[src/rtl/fetch_pkg.sv]
// Shared definitions for the instruction fetch unit: FSM states and default sizing.
package fetch_pkg;

  typedef enum logic [1:0] {
    ST_RUN  = 2'b00,
    ST_FULL = 2'b01,
    ST_HALT = 2'b10
  } state_t;

  localparam logic [31:0] DEF_RESET_PC  = 32'h0000_0000;
  localparam int          DEF_MEM_WORDS = 128;
  localparam int          DEF_BUF_DEPTH = 2;

endpackage

[src/rtl/fetch_fifo.sv]
// Small circular buffer of fetched {pc, inst} pairs; supports push and pop in the same cycle
// when full, and a flush that discards everything.
module fetch_fifo #(
  parameter int DEPTH = 2,
  parameter int CW    = $clog2(DEPTH + 1)
) (
  input  logic          clk,
  input  logic          rst,
  input  logic          push,
  input  logic          pop,
  input  logic          flush,
  input  logic [63:0]   din,
  output logic [63:0]   dout,
  output logic [CW-1:0] count
);

  localparam int PW = (DEPTH > 1) ? $clog2(DEPTH) : 1;

  logic [63:0]   r_mem [DEPTH];
  logic [PW-1:0] r_wr;
  logic [PW-1:0] r_rd;
  logic [CW-1:0] r_count;
  logic          w_push;
  logic          w_pop;

  function automatic logic [PW-1:0] ptr_inc(input logic [PW-1:0] p);
    return (p == PW'(DEPTH - 1)) ? '0 : p + 1'b1;
  endfunction

  // A push into a full buffer is only legal when the head leaves in the same cycle.
  assign w_pop  = pop && (r_count != '0);
  assign w_push = push && ((r_count != CW'(DEPTH)) || w_pop);

  always_ff @(posedge clk or posedge rst) begin
    if (rst) begin
      r_wr    <= '0;
      r_rd    <= '0;
      r_count <= '0;
    end else if (flush) begin
      r_wr    <= '0;
      r_rd    <= '0;
      r_count <= '0;
    end else begin
      if (w_push) r_wr <= ptr_inc(r_wr);
      if (w_pop)  r_rd <= ptr_inc(r_rd);
      if (w_push && !w_pop)
        r_count <= r_count + 1'b1;
      else if (!w_push && w_pop)
        r_count <= r_count - 1'b1;
    end
  end

  always_ff @(posedge clk) begin
    if (w_push && !flush) r_mem[r_wr] <= din;
  end

  assign dout  = r_mem[r_rd];
  assign count = r_count;

endmodule

[src/rtl/fetch_unit.sv]
// Instruction fetch front end: PC register, next-PC selection, RUN/FULL/HALT control and a
// decoupling buffer toward the decode stage. Instruction memory is external and combinational.
module fetch_unit
  import fetch_pkg::*;
#(
  parameter logic [31:0] RESET_PC  = DEF_RESET_PC,
  parameter int          MEM_WORDS = DEF_MEM_WORDS,
  parameter int          BUF_DEPTH = DEF_BUF_DEPTH
) (
  input  logic        clk,
  input  logic        rst,
  output logic [31:0] imem_addr,
  input  logic [31:0] imem_inst,
  input  logic        redirect_valid,
  input  logic [31:0] redirect_pc,
  output logic        out_valid,
  input  logic        out_ready,
  output logic [31:0] out_inst,
  output logic [31:0] out_pc,
  output logic [31:0] out_pc_plus4,
  output logic        halted,
  output logic        misalign_err
);

  localparam int          CW       = $clog2(BUF_DEPTH + 1);
  localparam logic [32:0] PC_LIMIT = 33'(MEM_WORDS) << 2;

  state_t        r_state;
  logic [31:0]   r_pc;
  logic          r_misalign;
  logic [CW-1:0] w_count;
  logic [63:0]   w_head;
  logic [31:0]   w_pc_inc;
  logic [31:0]   w_redir_tgt;
  logic          w_full;
  logic          w_pop;
  logic          w_fetch;

  function automatic logic in_range(input logic [31:0] a);
    return {1'b0, a} < PC_LIMIT;
  endfunction

  assign w_pc_inc    = r_pc + 32'd4;
  assign w_redir_tgt = {redirect_pc[31:2], 2'b00};
  assign w_full      = (w_count == CW'(BUF_DEPTH));
  assign w_pop       = out_valid && out_ready;
  assign w_fetch     = (r_state != ST_HALT) && !redirect_valid && (!w_full || w_pop);

  always_ff @(posedge clk or posedge rst) begin
    if (rst) begin
      r_state    <= ST_RUN;
      r_pc       <= RESET_PC;
      r_misalign <= 1'b0;
    end else if (redirect_valid) begin
      r_pc    <= w_redir_tgt;
      r_state <= in_range(w_redir_tgt) ? ST_RUN : ST_HALT;
      if (redirect_pc[1:0] != 2'b00) r_misalign <= 1'b1;
    end else if (w_fetch) begin
      r_pc <= w_pc_inc;
      if (!in_range(w_pc_inc))
        r_state <= ST_HALT;
      else if (!w_pop && (w_count == CW'(BUF_DEPTH - 1)))
        r_state <= ST_FULL;
      else if (w_pop)
        r_state <= ST_RUN;
    end else if (w_pop && (r_state == ST_FULL)) begin
      r_state <= ST_RUN;
    end
  end

  fetch_fifo #(
    .DEPTH (BUF_DEPTH),
    .CW    (CW)
  ) u_fifo (
    .clk   (clk),
    .rst   (rst),
    .push  (w_fetch),
    .pop   (w_pop),
    .flush (redirect_valid),
    .din   ({r_pc, imem_inst}),
    .dout  (w_head),
    .count (w_count)
  );

  // Head storage is not reset, so outputs are forced to zero while the buffer is empty.
  assign out_valid    = (w_count != '0);
  assign out_inst     = out_valid ? w_head[31:0]  : 32'd0;
  assign out_pc       = out_valid ? w_head[63:32] : 32'd0;
  assign out_pc_plus4 = out_pc + 32'd4;
  assign imem_addr    = r_pc;
  assign halted       = r_state[1];
  assign misalign_err = r_misalign;

endmodule

[config.mk]
export PLATFORM = sky130hd
export DESIGN_NAME = fetch_unit
export DESIGN_NICKNAME = d
export VERILOG_FILES = /design/src/rtl/fetch_pkg.sv /design/src/rtl/fetch_fifo.sv /design/src/rtl/fetch_unit.sv
export SDC_FILE = /design/constraint.sdc
export NUM_CORES = 1
export LEC_CHECK = 0
export CORE_MARGIN = 3
export CORE_UTILIZATION = 30
export CTS_CLUSTER_SIZE = 25
export DETAILED_ROUTE_END_ITERATION = 8
export GPL_ROUTABILITY_DRIVEN = 0
export SLEW_MARGIN = 25
export SYNTH_ARGS = -nofsm -noshare
export SYNTH_HDL_FRONTEND = slang
export SYNTH_SLANG_ARGS = --single-unit
[constraint.sdc]
create_clock -name clk -period 12.64 [get_ports clk]
set_input_delay 1.264 -clock clk [delete_from_list [all_inputs] [get_ports clk]]
set_output_delay 1.264 -clock clk [all_outputs]
set_load 0.05 [all_outputs]
==> impl_metrics.toml <==
[sta]
skew_ns = 0.00868
grt_setup_unrepaired = "false"
max_freq_ghz = 0.173
fin_tns_setup_ns = 0
drv_slew = 0
slew_headroom = 0.394
worstMarginPinSlew_ns = 0.909
setup_violations = 0
hold_violations = 0
finalCriticalPeriod_ns = 5.78
holdWs_ns = 0.468
timing.final.crit_share = 0.458

[setup_path]
cp.arrival_ns = 4.52
r2r_cells = 7
worstSetupPathType = "reg2out"
worst_setup_path_start_kind = "flip-flop"
cp.required_ns = 11.38
setup.worst_path.end_class = "output pin"
worstReg2RegStart = "imem_addr[10]"
timing.rr.end = "r_state[0]"
critical_path.max_fanout = 57
r2r_slack_ns = 9.59

[global_route]
grt_max_degree = 76
grt_usage = 0.143
grt-ovfl-total = 0
grt_pass1_wl_um = 31400
grt_pass1_vias = 5556
antenna_found_initial = 1

[synth]
synth.avg_cell_area_um2 = 11.9
ys_seq_area_frac = 0.593
synth_seq_cells = 161
async_flop_share = 0.230
syn_inst = 661
yosysWarningCount = 0
synth_edf_count = 124
mappedNetlistArea_um2 = 7840
synth_cell_types = 60
synth_ff_type = "edfxtp_1"

[routing]
wl_per_cell_um = 17.0
first_pass_iters = 4
drtIter0Drc = 404
via_per_inst = 4.72
drc = 0
vias = 5586
ant_nets = 0
wl_um = 20100

[layout]
multi_input_area_um2 = 2930
drive_above_1_share = 0.0703
register_area_um2 = 4650
num-fill-cells = 2409
antennaDiodeCount = 0
stdcell_area_um2 = 10600
syn2layout_area_growth_pct = 35.1
final_nets = 913

[clock_tree]
post_cts_resized = 0
ctsHoldBuffers = 0
cts_made_buffers = 17
cts_setup_buffers = 0
cts.sinks = 161
clk_latency_ns = 0.42
htree_num_levels = 4
cts_tree = "yes"
clockBufferDepth = 2
cts_root_buffer = "clkbuf_16"
clk_pin_slew_worst_paths_ns = 0.07

[min_path]
whs_endpoint = "misalign_err"
whs_path_depth = 1
min_path_type = "reg2reg"
hold_start = "misalign_err"

[placed_design]
placed_area_um2 = 10000
portBuffers = 192
dpl.hpwl_um = 14500

[die]
start_util = 0.309
dieArea_um2 = 28100
core-area_um2 = 25400
io_pins = 199
fp-row-count = 58
die_w_um = 168
die_y_um = 168

[power]
p_per_area_nw_per_um2 = 158
leakagePower_nw = 3.50
ir_drop_uv = 70.1

[flow_run]
maxCapViolCount = 0

[run_status]
status = "complete, no violations"
-- per-stage QoR --
| step | power (mW) | utilization | setup slack, ns | std cells |
|---|---|---|---|---|
| 2_1_floorplan | 0.993 | - | 5.64 | 666 |
| 3_3_place_gp | 1.19 | 0.394 | 7.35 | 1151 |
| 3_5_place_dp | 1.19 | 0.394 | 7.28 | 1151 |
| 4_1_cts | 1.70 | 0.417 | 6.82 | 1183 |
| 5_1_grt | 1.75 | 0.417 | 6.51 | 1183 |
| 6_report | 1.68 | 0.417 | 6.86 | 1183 |
-- cells by family after synthesis --
group,synth area share
AND/OR/NAND/NOR,0.151
flip-flops,0.593
AO/OA/AOI/OAI,0.0533
multiplexers,0.0862
XOR/XNOR,0.0704
buffers and inverters,0.0372
adder cells (fa/ha/maj),0.00798
other,0.000478
-- worst max-delay path by stage --
stage | slack [ns] | to | from
2_1_floorplan | 5.64 | u_fifo.r_mem[1][0] | u_fifo.count[1]
3_3_place_gp | 7.35 | out_pc_plus4[29] | u_fifo.r_rd
3_5_place_dp | 7.28 | out_pc_plus4[29] | u_fifo.r_rd
4_1_cts | 6.82 | out_pc_plus4[29] | u_fifo.r_rd
5_1_grt | 6.51 | out_pc_plus4[29] | u_fifo.r_rd
6_report | 6.86 | out_pc_plus4[29] | u_fifo.r_rd
-- where the power goes --
part | internal [mW] | switching, mW | leakage [nW]
combinational | 0.183 | 0.376 | 1.65
sequential | 0.583 | 0.0300 | 1.56
clock | 0.281 | 0.224 | 0.286
-- synth_stat cells, types with 5 or more instances --
library cell  number  area share
nand3_1           24       0.015
nor4_1            12      0.0096
nand4_1           16       0.013
buf_4              8      0.0077
nand3b_1           5      0.0048
nor3_1             9      0.0057
a21oi_1            9      0.0057
nor2_1            80       0.038
nand2_1           62       0.030
xnor2_1           35       0.039
ha_1               5      0.0080
and4_1             5      0.0056
clkbuf_1          16      0.0077
o21ai_0           32       0.020
buf_2             11      0.0070
xor2_1            28       0.031
inv_1              9      0.0043
and3_1             9      0.0072
edfxtp_1         124        0.47
mux2i_1           63       0.080
dfrtp_1           37        0.12
-- cell usage in the layout (no fill, tap or decap), drive strengths merged, types with 6 or more instances in the layout --
cell and n:
nand3 25, xor2 28, nand2 63, and3 11
clkbuf 17, nor3 9, and4 8, buf 8
edfxtp 124, o21ai 32, conb 6, nor2 80
mux2i 63, nand4 16, inv 19, a21oi 9
nor4 12, clkdlybuf4s50 191, xnor2 35, dfrtp 37
-- registers in the layout, summed over array words and instances, names as in the netlist --
signal        flops
u_fifo.count      2
u_fifo.r_mem    124
misalign_err      1
u_fifo.r_rd       1
imem_addr        30
r_state           2
u_fifo.r_wr       1
-- per-layer routing --
layer  vias up  part of all wire  global-route usage  wire length (um)
met1      2654              0.49               0.206              9870
li1       2741                 -                   -                 -
met4         2             0.012              0.0334               249
met2       171              0.45               0.220              8960
met5         -           0.00065                   0                13
met3        18             0.051              0.0323              1020
-- area by class of cell --
cell class	instances	area share
Clock buffer	17	0.0402
Clock inverter	15	0.0155
Inverter	9	0.00319
Multi-Input combinational cell	452	0.277
Sequential cell	161	0.439
Tap cell	330	0.0390
Timing Repair Buffer	199	0.186
-- critical path, stage by stage (launching register included) --
cell	delay [ns]
dfrtp_4	0.61
buf_4	0.77
nand3_1	0.19
a211oi_1	0.39
nand4_1	0.21
nor4_1	0.31
and3_1	0.36
and4_1	0.23
xor2_1	0.16
clkdlybuf4s50_1	0.82
Note: power is estimated with default switching activity, not from simulation.
